===== config.mk =====
export PLATFORM = sky130hd
export DESIGN_NAME = wager_ledger
export DESIGN_NICKNAME = d
export VERILOG_FILES = /design/src/rtl/wager_ledger_pkg.sv /design/src/rtl/wager_ledger_bet_selector.sv /design/src/rtl/wager_ledger.sv
export VERILOG_INCLUDE_DIRS = /design/src /design/src/rtl
export SDC_FILE = /design/constraint.sdc
export NUM_CORES = 1
export LEC_CHECK = 0
export BUFFER_PORTS_ARGS = -buffer_cell sky130_fd_sc_hd__buf_2
export CAP_MARGIN = 20
export CORE_ASPECT_RATIO = 0.9
export CORE_UTILIZATION = 48
export DETAILED_ROUTE_END_ITERATION = 16
export GPL_TIMING_DRIVEN = 0
export PLACE_DENSITY = 0.74
export RECOVER_POWER = 100
export SLEW_MARGIN = 10
export SYNTH_ARGS = -nofsm -noshare
export SYNTH_HDL_FRONTEND = slang
export SYNTH_SLANG_ARGS = --single-unit

===== constraint.sdc =====
create_clock -name i_clk -period 5.8 [get_ports i_clk]
set_input_delay 0.58 -clock i_clk [delete_from_list [all_inputs] [get_ports i_clk]]
set_output_delay 0.58 -clock i_clk [all_outputs]
set_load 0.01 [all_outputs]

===== src/rtl/gameState.svh =====
// Game FSM state encoding shared by the blackjack game FSM and its consumers.
// Provides the `gameState width macro and one macro per game state.
`ifndef GAMESTATE_SVH
`define GAMESTATE_SVH

`define gameState [3:0]

`define S_RESET        4'd0
`define S_DEAL_PLAYER  4'd1
`define S_DEAL_DEALER  4'd2
`define S_PLAYER_TURN  4'd3
`define S_DEALER_TURN  4'd4
`define S_RESULT_WIN   4'd5
`define S_RESULT_TIE   4'd6
`define S_RESULT_LOSE  4'd7

`endif


===== src/rtl/ledgerState.svh =====
// Wager ledger state encoding, in the same macro style as gameState.svh.
// Provides the `ledgerState width macro, one macro per ledger state and the
// `isResultState(s) helper that recognises the three game result states.
`ifndef LEDGERSTATE_SVH
`define LEDGERSTATE_SVH

`include "gameState.svh"

`define ledgerState [2:0]

`define L_BETTING         3'd0
`define L_IN_ROUND        3'd1
`define L_SETTLE          3'd2
`define L_WAIT_NEW_ROUND  3'd3
`define L_BROKE           3'd4

`define isResultState(s) (((s) == `S_RESULT_WIN) || ((s) == `S_RESULT_TIE) || ((s) == `S_RESULT_LOSE))

`endif


===== src/rtl/wager_ledger_pkg.sv =====
// Shared definitions for the wager ledger: default parameter values, ledger
// state constants, game state constants and the settled-result encoding.
// No ports.
package wager_ledger_pkg;

`include "ledgerState.svh"

  localparam int DEF_BANK_W      = 10;
  localparam int DEF_START_BANK  = 100;
  localparam int DEF_BANK_MAX    = 999;
  localparam int DEF_BET_MIN     = 5;
  localparam int DEF_BET_STEP    = 5;
  localparam int DEF_BET_DEFAULT = 10;
  localparam int DEF_STAT_W      = 8;

  localparam logic `ledgerState L_BETTING        = `L_BETTING;
  localparam logic `ledgerState L_IN_ROUND       = `L_IN_ROUND;
  localparam logic `ledgerState L_SETTLE         = `L_SETTLE;
  localparam logic `ledgerState L_WAIT_NEW_ROUND = `L_WAIT_NEW_ROUND;
  localparam logic `ledgerState L_BROKE          = `L_BROKE;

  localparam logic `gameState GS_RESET       = `S_RESET;
  localparam logic `gameState GS_DEAL_PLAYER = `S_DEAL_PLAYER;
  localparam logic `gameState GS_DEAL_DEALER = `S_DEAL_DEALER;
  localparam logic `gameState GS_PLAYER_TURN = `S_PLAYER_TURN;
  localparam logic `gameState GS_DEALER_TURN = `S_DEALER_TURN;
  localparam logic `gameState GS_RESULT_WIN  = `S_RESULT_WIN;
  localparam logic `gameState GS_RESULT_TIE  = `S_RESULT_TIE;
  localparam logic `gameState GS_RESULT_LOSE = `S_RESULT_LOSE;

  // Which statistics counter a settlement bumps.
  typedef enum logic [1:0] {
    RES_WIN  = 2'd0,
    RES_TIE  = 2'd1,
    RES_LOSE = 2'd2
  } resultKind_e;

endpackage


===== src/rtl/wager_ledger_bet_selector.sv =====
// bet_selector: holds the bet register for the wager ledger.
// Ports:
//   i_clk, i_reset  clock and asynchronous active-high reset (bet -> BET_DEFAULT)
//   enable          key presses are honoured only while high
//   betUp, betDown  one-cycle debounced key pulses; both at once means no change
//   bankroll        current bankroll, caps a raised bet and a low-bankroll bet
//   clampEn         high on the edge the ledger enters BETTING
//   clampBank       bankroll value the ledger holds after that edge
//   bet             registered bet
module bet_selector
  import wager_ledger_pkg::*;
#(
  parameter int BANK_W      = DEF_BANK_W,
  parameter int BET_MIN     = DEF_BET_MIN,
  parameter int BET_STEP    = DEF_BET_STEP,
  parameter int BET_DEFAULT = DEF_BET_DEFAULT
) (
  input  logic              i_clk,
  input  logic              i_reset,
  input  logic              enable,
  input  logic              betUp,
  input  logic              betDown,
  input  logic [BANK_W-1:0] bankroll,
  input  logic              clampEn,
  input  logic [BANK_W-1:0] clampBank,
  output logic [BANK_W-1:0] bet
);

  localparam logic [BANK_W-1:0] MIN_V  = BANK_W'(BET_MIN);
  localparam logic [BANK_W-1:0] STEP_V = BANK_W'(BET_STEP);
  localparam logic [BANK_W-1:0] DEF_V  = BANK_W'(BET_DEFAULT);

  logic [BANK_W-1:0] bet_r;
  logic [BANK_W-1:0] adjusted_s;
  logic [BANK_W-1:0] lowClamped_s;
  logic [BANK_W-1:0] betNext_s;
  logic [BANK_W:0]   raised_s;

  // Next bet: one-direction key step, then low-bankroll clamp, then entry clamp.
  always_comb begin
    // One spare bit so a raise near the top of the range cannot wrap.
    raised_s     = {1'b0, bet_r} + {1'b0, STEP_V};
    adjusted_s   = bet_r;
    lowClamped_s = bet_r;
    betNext_s    = bet_r;
    if (enable && betUp && !betDown) begin
      if (raised_s > {1'b0, bankroll}) begin
        adjusted_s = bankroll;
      end else begin
        adjusted_s = raised_s[BANK_W-1:0];
      end
    end else if (enable && betDown && !betUp) begin
      // Compare before subtracting so a bet below MIN+STEP never underflows.
      if (bet_r >= (MIN_V + STEP_V)) begin
        adjusted_s = bet_r - STEP_V;
      end else begin
        adjusted_s = MIN_V;
      end
    end else begin
      adjusted_s = bet_r;
    end

    if (enable && (bankroll < MIN_V) && (adjusted_s > bankroll)) begin
      lowClamped_s = bankroll;
    end else begin
      lowClamped_s = adjusted_s;
    end

    if (clampEn && (lowClamped_s > clampBank)) begin
      betNext_s = clampBank;
    end else begin
      betNext_s = lowClamped_s;
    end
  end

  // Bet register.
  always_ff @(posedge i_clk or posedge i_reset) begin
    if (i_reset) begin
      bet_r <= DEF_V;
    end else begin
      bet_r <= betNext_s;
    end
  end

  assign bet = bet_r;

endmodule


===== src/rtl/wager_ledger.sv =====
// wager_ledger: bankroll and bet bookkeeping downstream of the blackjack game FSM.
// Ports:
//   i_clk, i_reset      clock and asynchronous active-high reset (clears all state)
//   i_gameState         current game FSM state
//   i_playerBlackjack   player holds a 2-card 21, sampled with a WIN result
//   i_betUp, i_betDown  debounced one-cycle bet key pulses
//   o_bankroll          current bankroll
//   o_bet               next-round bet, or the active bet while a round runs
//   o_lastPayout        amount credited by the most recent settlement
//   o_settleValid       one-cycle pulse when the settled bankroll first shows
//   o_wins/o_losses/o_ties  saturating round statistics
//   o_betLocked         high in IN_ROUND and SETTLE
//   o_broke             high in BROKE
`include "ledgerState.svh"

module wager_ledger
  import wager_ledger_pkg::*;
#(
  parameter int BANK_W      = DEF_BANK_W,
  parameter int START_BANK  = DEF_START_BANK,
  parameter int BANK_MAX    = DEF_BANK_MAX,
  parameter int BET_MIN     = DEF_BET_MIN,
  parameter int BET_STEP    = DEF_BET_STEP,
  parameter int BET_DEFAULT = DEF_BET_DEFAULT,
  parameter int STAT_W      = DEF_STAT_W
) (
  input  logic              i_clk,
  input  logic              i_reset,
  input  logic `gameState   i_gameState,
  input  logic              i_playerBlackjack,
  input  logic              i_betUp,
  input  logic              i_betDown,
  output logic [BANK_W-1:0] o_bankroll,
  output logic [BANK_W-1:0] o_bet,
  output logic [BANK_W+1:0] o_lastPayout,
  output logic              o_settleValid,
  output logic [STAT_W-1:0] o_wins,
  output logic [STAT_W-1:0] o_losses,
  output logic [STAT_W-1:0] o_ties,
  output logic              o_betLocked,
  output logic              o_broke
);

  localparam int PAY_W = BANK_W + 2;
  localparam logic [BANK_W-1:0] START_V = BANK_W'(START_BANK);
  localparam logic [BANK_W-1:0] MAX_V   = BANK_W'(BANK_MAX);
  localparam logic [STAT_W-1:0] STAT_ONE = {{(STAT_W-1){1'b0}}, 1'b1};
  localparam logic [STAT_W-1:0] STAT_TOP = {STAT_W{1'b1}};

  // Saturating increment for the statistics counters.
  function automatic logic [STAT_W-1:0] satInc(input logic [STAT_W-1:0] v);
    if (v == STAT_TOP) begin
      return v;
    end else begin
      return v + STAT_ONE;
    end
  endfunction

  logic `ledgerState state_r, stateNext_s;
  logic [BANK_W-1:0] bankroll_r, bankrollNext_s;
  logic [BANK_W-1:0] activeBet_r, activeBetNext_s;
  logic [PAY_W-1:0]  lastPayout_r, lastPayoutNext_s;
  resultKind_e       resultKind_r, resultKindNext_s;
  logic [STAT_W-1:0] wins_r, winsNext_s;
  logic [STAT_W-1:0] losses_r, lossesNext_s;
  logic [STAT_W-1:0] ties_r, tiesNext_s;
  logic              settleValid_r;
  logic              betLocked_r;
  logic              broke_r;

  logic [BANK_W-1:0] bet_s;
  logic              betEnable_s;
  logic              enterBetting_s;
  logic [PAY_W-1:0]  payout_s;
  logic [PAY_W-1:0]  settleSum_s;
  logic [BANK_W-1:0] settledBank_s;

  // Bet keys are live while choosing a bet, but not on the deal edge itself,
  // so the bet latched into the round is the one shown on o_bet.
  assign betEnable_s = ((state_r == L_BETTING) && (i_gameState != GS_DEAL_DEALER))
                    || (state_r == L_WAIT_NEW_ROUND);
  assign enterBetting_s = (stateNext_s == L_BETTING) && (state_r != L_BETTING);

  bet_selector #(
    .BANK_W      (BANK_W),
    .BET_MIN     (BET_MIN),
    .BET_STEP    (BET_STEP),
    .BET_DEFAULT (BET_DEFAULT)
  ) u_betSelector (
    .i_clk     (i_clk),
    .i_reset   (i_reset),
    .enable    (betEnable_s),
    .betUp     (i_betUp),
    .betDown   (i_betDown),
    .bankroll  (bankroll_r),
    .clampEn   (enterBetting_s),
    .clampBank (bankrollNext_s),
    .bet       (bet_s)
  );

  // Payout for the result currently presented, and the saturated settle sum.
  always_comb begin
    payout_s = {PAY_W{1'b0}};
    if (i_gameState == GS_RESULT_WIN) begin
      if (i_playerBlackjack) begin
        payout_s = {1'b0, activeBet_r, 1'b0} + {3'b000, activeBet_r[BANK_W-1:1]};
      end else begin
        payout_s = {1'b0, activeBet_r, 1'b0};
      end
    end else if (i_gameState == GS_RESULT_TIE) begin
      payout_s = {2'b00, activeBet_r};
    end else begin
      payout_s = {PAY_W{1'b0}};
    end

    settleSum_s = {2'b00, bankroll_r} + lastPayout_r;
    if (settleSum_s > {2'b00, MAX_V}) begin
      settledBank_s = MAX_V;
    end else begin
      settledBank_s = settleSum_s[BANK_W-1:0];
    end
  end

  // Ledger FSM and bankroll/statistics next-state logic.
  always_comb begin
    stateNext_s      = state_r;
    bankrollNext_s   = bankroll_r;
    activeBetNext_s  = activeBet_r;
    lastPayoutNext_s = lastPayout_r;
    resultKindNext_s = resultKind_r;
    winsNext_s       = wins_r;
    lossesNext_s     = losses_r;
    tiesNext_s       = ties_r;
    case (state_r)
      L_BETTING: begin
        if (i_gameState == GS_DEAL_DEALER) begin
          stateNext_s     = L_IN_ROUND;
          activeBetNext_s = bet_s;
          bankrollNext_s  = bankroll_r - bet_s;
        end else begin
          stateNext_s = L_BETTING;
        end
      end
      L_IN_ROUND: begin
        if (`isResultState(i_gameState)) begin
          stateNext_s      = L_SETTLE;
          lastPayoutNext_s = payout_s;
          if (i_gameState == GS_RESULT_WIN) begin
            resultKindNext_s = RES_WIN;
          end else if (i_gameState == GS_RESULT_TIE) begin
            resultKindNext_s = RES_TIE;
          end else begin
            resultKindNext_s = RES_LOSE;
          end
        end else if (i_gameState == GS_RESET) begin
          // Void round: the stake goes back untouched.
          stateNext_s    = L_BETTING;
          bankrollNext_s = bankroll_r + activeBet_r;
        end else begin
          stateNext_s = L_IN_ROUND;
        end
      end
      L_SETTLE: begin
        bankrollNext_s = settledBank_s;
        case (resultKind_r)
          RES_WIN:  winsNext_s   = satInc(wins_r);
          RES_TIE:  tiesNext_s   = satInc(ties_r);
          RES_LOSE: lossesNext_s = satInc(losses_r);
          default:  winsNext_s   = wins_r;
        endcase
        if (settledBank_s == {BANK_W{1'b0}}) begin
          stateNext_s = L_BROKE;
        end else begin
          stateNext_s = L_WAIT_NEW_ROUND;
        end
      end
      L_WAIT_NEW_ROUND: begin
        // A result state that lingers here is ignored; only S_RESET moves on.
        if (i_gameState == GS_RESET) begin
          stateNext_s = L_BETTING;
        end else begin
          stateNext_s = L_WAIT_NEW_ROUND;
        end
      end
      L_BROKE: begin
        stateNext_s = L_BROKE;
      end
      default: begin
        stateNext_s = L_BETTING;
      end
    endcase
  end

  // State, bankroll, statistics and registered status outputs.
  always_ff @(posedge i_clk or posedge i_reset) begin
    if (i_reset) begin
      state_r       <= L_BETTING;
      bankroll_r    <= START_V;
      activeBet_r   <= {BANK_W{1'b0}};
      lastPayout_r  <= {PAY_W{1'b0}};
      resultKind_r  <= RES_WIN;
      wins_r        <= {STAT_W{1'b0}};
      losses_r      <= {STAT_W{1'b0}};
      ties_r        <= {STAT_W{1'b0}};
      settleValid_r <= 1'b0;
      betLocked_r   <= 1'b0;
      broke_r       <= 1'b0;
    end else begin
      state_r       <= stateNext_s;
      bankroll_r    <= bankrollNext_s;
      activeBet_r   <= activeBetNext_s;
      lastPayout_r  <= lastPayoutNext_s;
      resultKind_r  <= resultKindNext_s;
      wins_r        <= winsNext_s;
      losses_r      <= lossesNext_s;
      ties_r        <= tiesNext_s;
      settleValid_r <= (state_r == L_SETTLE);
      betLocked_r   <= (stateNext_s == L_IN_ROUND) || (stateNext_s == L_SETTLE);
      broke_r       <= (stateNext_s == L_BROKE);
    end
  end

  assign o_bankroll    = bankroll_r;
  assign o_bet         = bet_s;
  assign o_lastPayout  = lastPayout_r;
  assign o_settleValid = settleValid_r;
  assign o_wins        = wins_r;
  assign o_losses      = losses_r;
  assign o_ties        = ties_r;
  assign o_betLocked   = betLocked_r;
  assign o_broke       = broke_r;

endmodule


Word level (Yosys, flattened, before mapping)
Cells that the tools add are included.
Word-level totals
  flip-flop bits (word level): 74
  word-level logic and storage cells: 95
  input bits: 9
  output and inout bits: 59
Operators by class
  add/subtract/negate cells: 9
  multiplexer cells: 22
  equal/unequal tests: 17
  bitwise gates (word level): 3
  reductions and logical operators: 26
  $lt $le $gt $ge: 6
Operators with widths (count)
  $mux W10: 11
  $pmux W10 S3: 1
  $add A8 B1 Y8 const B: 3
  $eq A8 B8 Y1 const B: 3
  $mux W12: 2
  $gt A10 B10 Y1: 2
  $pmux W3 S5: 1
  $add A10 B12 Y12: 1
  $add A11 B9 Y12: 1
  $eq A4 B3 Y1 const B: 3
  $gt A12 B10 Y1 const B: 1
  $add A10 B3 Y11 const B: 1
  $gt A11 B10 Y1: 1
  $add A10 B10 Y10: 1
  $ge A10 B4 Y1 const B: 1
  $logic_not A10 Y1: 1
  $lt A10 B3 Y1 const B: 1
  $sub A10 B10 Y10: 1
  $sub A10 B3 Y10 const B: 1
  $eq A3 B2 Y1 const B: 3
  $logic_and A1 B1 Y1: 9
  $reduce_and A3 Y1: 3
  $mux W2: 4
  $eq A3 B1 Y1 const B: 2
  other kinds (15): 25

Depth between registers and ports, before layout
  depth in word-level cells: 13
  depth in mapped cells: 29
  gate-level depth less buffers: 28

Cells and area by module
Synthesis repeated with hierarchy kept, for this count alone.
Unflattened totals
  cell total of the unflattened synthesis: 838
  area total of the unflattened synthesis: 6969.2 µm²
Modules (own cells, without submodules)
  wager_ledger: instances 1, cells an instance 565, seq. area each 1605.3 µm², area each 4884.7 µm²
  bet_selector: instances 1, cells an instance 273, seq. area each 252.7 µm², area each 2084.5 µm²

Worst setup path before layout
Ideal clock, no wire load.
  kind: register to register
  start point: register u_betSelector.bet_r[0] (netlist: u_betSelector.bet[0])
  end point: register u_betSelector.bet_r[6] (netlist: u_betSelector.bet[6])
  stages on the path, launching flop included: 29
  required time: 5.717 ns
  library setup time: 0.083 ns
  arrival time: 6.297 ns
  path slack: -0.580 ns
  period minus slack after synthesis: 6.380 ns
  buffers on the path: 1
  path through: dfrtp_1 > ha_1 > or2_2 > and2_1 > xnor2_1 > ha_1 > nand3_1 > nor4_1 > nor2_1 > o31ai_1 > nand2_1 > mux2i_1 > o22ai_1 > ha_1 > a21o_1 > a21o_1 > a21oi_1 > nor2_1 > o41ai_1 > mux2_4 > ha_1 > a21o_1 > a21o_1 > a21oi_1 > o211ai_1 > nand3_1 > clkbuf_1 > o2111ai_1 > o21ai_0
Between the ends
  longest elaborated chain between the ends: 10
  elaborated cells on any way between the ends: 17
  classes of those cells: add/sub (3); order compare (4); mux (8); reduce/logical (2)
RTL lines
  from (decl): RTL line wager_ledger_bet_selector.sv:33  | logic [BANK_W-1:0] bet_r;
  from (signal assigned): RTL line wager_ledger_bet_selector.sv:81  | bet_r <= betNext_s;
  $add A10 B3 Y11 (tied with other cells): RTL line wager_ledger_bet_selector.sv:42  | raised_s = {1'b0, bet_r} + {1'b0, STEP_V};
  $gt A11 B10 Y1 or $mux W10 (tied branches): RTL line wager_ledger_bet_selector.sv:47, wager_ledger_bet_selector.sv:54
  $mux W10, on equally long branches: RTL line wager_ledger_bet_selector.sv:47, wager_ledger_bet_selector.sv:52
  $mux W10: RTL line wager_ledger_bet_selector.sv:46  | if (enable && betUp && !betDown) begin
  $gt A10 B10 Y1: RTL line wager_ledger_bet_selector.sv:63  | if (enable && (bankroll < MIN_V) && (adjusted_s > bankroll)) begin
  $logic_and A1 B1 Y1: RTL line wager_ledger_bet_selector.sv:63
  $mux W10: RTL line wager_ledger_bet_selector.sv:63
  $gt A10 B10 Y1: RTL line wager_ledger_bet_selector.sv:69  | if (clampEn && (lowClamped_s > clampBank)) begin
  $logic_and A1 B1 Y1: RTL line wager_ledger_bet_selector.sv:69
  $mux W10 (*): RTL line wager_ledger_bet_selector.sv:69
  via u_betSelector.betNext_s[6]: RTL line wager_ledger_bet_selector.sv:36  | logic [BANK_W-1:0] betNext_s;
Mark *: on every way through the listed nets, which the timed path passes. The rest lies on a longest branch.
A chain may end at the register's enable or synchronous reset.

Worst setup path after layout
  start point: register u_betSelector.bet_r[0] (netlist: u_betSelector.bet[0])
  end point: register u_betSelector.bet_r[1] (netlist: u_betSelector.bet[1])
Same word-level chain as after synthesis.

==> reports/qor.csv <==
metric,value,unit
regToRegSetupSlack,-500,ps
ys_seq_elements,74,
skew,5.93,ps
initial_core_util,49.4,%
yosysSeqAreaShare,28.0,%
core-area,13400,um2
timing.hold.worst.class,input port to asynchronous set/reset pin,
max_stage_delay,450,ps
syn2layout_area_growth,22.2,%
clk_pin_slew_worst_paths,60,ps
yosys.cell_types.count,71,
nFillCells,1177,
ys_async_sr_fraction,100,%
clock_latency,340,ps
drtIter0Drc,786,
synthCells,784,
rows,40,
criticalPathCategory,flip-flop to flip-flop,
ys.flop_type,dfrtp_1,
cp_common_cell,buf_4,
finalHoldViolations,0,
grt_usage,29.8,%
final_cell_mix,"dfrtp_1 (68), ha_1 (66), clkbuf_1 (64), nand2_1 (58), a21oi_1 (49)",
rsz0062_at_grt,true,
setup_violations,10,
cp_num_buf_inv,6,
syn_area_per_cell,8.46,um2
cts.path.max_buffers,2,
drtAntennaViolNets,0,
post-route-min-period,6300,ps
final_common_cell,dfrtp_1,
fin_nets,982,
outcome,"finished, violations left",
maxCapViolCount,1,
slew_headroom,-116,%
cp-start-kind,flip-flop,
post-route-util,60.4,%
synth.cell_area,6630,um2
max_freq,159,MHz
finalMaxSlewViolations,60,
gp_congestion,0.933,
synth_edf_count,0,
cts_buffers,9,
pin_count,68,
die_area,14300,um2
die_y,114,um
drive_gt1_share,16.7,%
routed_via_density,6.35,
reg2reg_from,u_betSelector.bet[0],
vias,6797,
fin_ws,-505,ps
port_buffers,65,
cts_tree,done,
max_slew.worst_pin.slew,3250,ps
dpl.hpwl,14.8,mm
crit_arrival,6530,ps
h-tree-depth,3,
grt_max_degree,60,
drtPass1Iterations,10,
rr_worst_depth,30,
fin_crit_sh,109,%
cp_max_fo,9,
post-route-drc-count,0,
crit_slowest_cell,dfrtp_2,
synth_area_leader_cell,dfrtp_1,
cts_root_buf,clkbuf_16,
timing.rr.end,u_betSelector.bet[1],
syn_nets,869,
drt_wl_total,21.5,mm
violations,"capacitance limit, slew limit, setup timing",
grt_pass1_wl,33.0,mm
diodes,0,
antenna_found_initial,0,
cp.required,6030,ps
final.setup.tns,-4100,ps
yosysWarnings,0,
clock-sinks,74,
fp.dieW,126,um
critPathTopFamily,compound AO/OA/AOI/OAI gates,
post_drt_wl_per_cell,20.1,um
worstSetupEndpointType,flip-flop,
synthTopCellsByArea,"dfrtp_1 (26%), ha_1 (14%), xnor2_1 (5.3%)",
grt_remaining_overflow,0,
synth_top_area_share,26.0,%
grt_pass1_vias,6269,
==> how the worst max path moves through the flow <==
stage,endpoint,cells past startpoint,from,slack (ps)
2_1_floorplan,u_betSelector.bet[3],28,u_betSelector.bet[0],30
3_3_place_gp,u_betSelector.bet[6],27,u_betSelector.bet[0],-970
3_5_place_dp,u_betSelector.bet[2],27,u_betSelector.bet[0],-1070
4_1_cts,u_betSelector.bet[9],31,u_betSelector.bet[1],5
5_1_grt,u_betSelector.bet[9],29,u_betSelector.bet[0],-600
6_report,u_betSelector.bet[1],30,u_betSelector.bet[0],-500
==> routing by layer <==
metal / share of wire (%) / track usage [%] / up-vias
met2: 44 / 47.6 / 387
met3: 9.2 / 5.44 / 84
met5: 0 / 0 / -
met1: 43 / 40.2 / 3194
li1: - / - / 3132
met4: 3.4 / 11.4 / 0
==> cells in the mapped netlist, types with 4 or more instances <==
cell and count:
a21o_1 22, a221oi_1 6, o21a_1 15, xor2_1 18, a21oi_1 57, o211ai_1 7
clkbuf_1 20, o32ai_1 4, a211oi_1 5, a31oi_1 11, nand2b_1 6, dfstp_2 5
nor2_1 44, nand4_1 19, fa_1 4, nor3_1 25, dfrtp_1 69, nand3_1 37
and3_1 10, o31ai_1 4, xnor2_1 40, a22oi_1 4, nand3b_1 4, ha_1 72
inv_1 44, or3_1 7, o2111ai_1 5, nor2b_1 11, mux2_2 5, and2_1 15
nand2_1 59, o21ai_0 51, or2_2 4, nor4_1 13, mux2i_1 7
==> cells by family after synthesis <==
kind of cell,count (synthesis),share of synthesized area [%]
XOR/XNOR,58,7.66
flip-flops,74,28.0
buffers and inverters,72,4.53
multiplexers,13,2.13
AO/OA/AOI/OAI,222,21.8
adder cells (fa/ha/maj),76,14.8
AND/OR/NAND/NOR,269,21.0
==> stage by stage <==
step           instance area [um2]  setup slack [ps]  hold slack (ps)  cells
2_1_floorplan                 6660              31.8              476    784
3_3_place_gp                  7200              -968              471   1017
3_5_place_dp                  7230             -1070              479   1018
4_1_cts                       7970              4.91              164   1061
5_1_grt                       8100              -602              333   1070
6_report                      8100              -505              295   1070
==> flip-flops by register name, summed over array words and instances (netlist names) <==
signal / flops
o_lastPayout: 12
o_broke: 1
o_wins: 8
activeBet_r: 10
state_r: 3
u_betSelector.bet: 10
o_ties: 8
o_bankroll: 10
o_settleValid: 1
o_betLocked: 1
o_losses: 8
resultKind_r: 2
==> worst reg2reg max path, delay by kind of cell, from the launching register on <==
family                     cells  cell delay, ps
AOI/OAI and AO/OA             12            2540
buffers and inverters          6             900
adders and majority gates      3             820
and+or+nand+nor                7             810
DFF                            1             450
xor gates and xnor gates       1             330
muxes                          1             320
==> final cells by class <==
cell class              instances  area (um2)  share of cell area (%)
multi-input cells             638        4840                    59.7
flip-flops and latches         74        1860                    22.9
repair buffers                102         558                    6.89
clock buffers                  12         246                    3.04
well taps                     168         210                    2.59
inverters                      45         174                    2.15
plain buffers                  27         163                    2.01
clock inverters                 4        51.3                   0.633
==> timing repair <==
action                                  CTS  global route
endpoints found under the setup margin   10            10
setup buffers                            27             8
gates cloned                              0             0
pin swaps                                30            16
hold endpoints to repair                  0             0
resized for setup                        49            25
hold buffers                              0             0
Power is not shown: default switching activity piles up to over one toggle a cycle in this logic, so the estimate is an artifact.
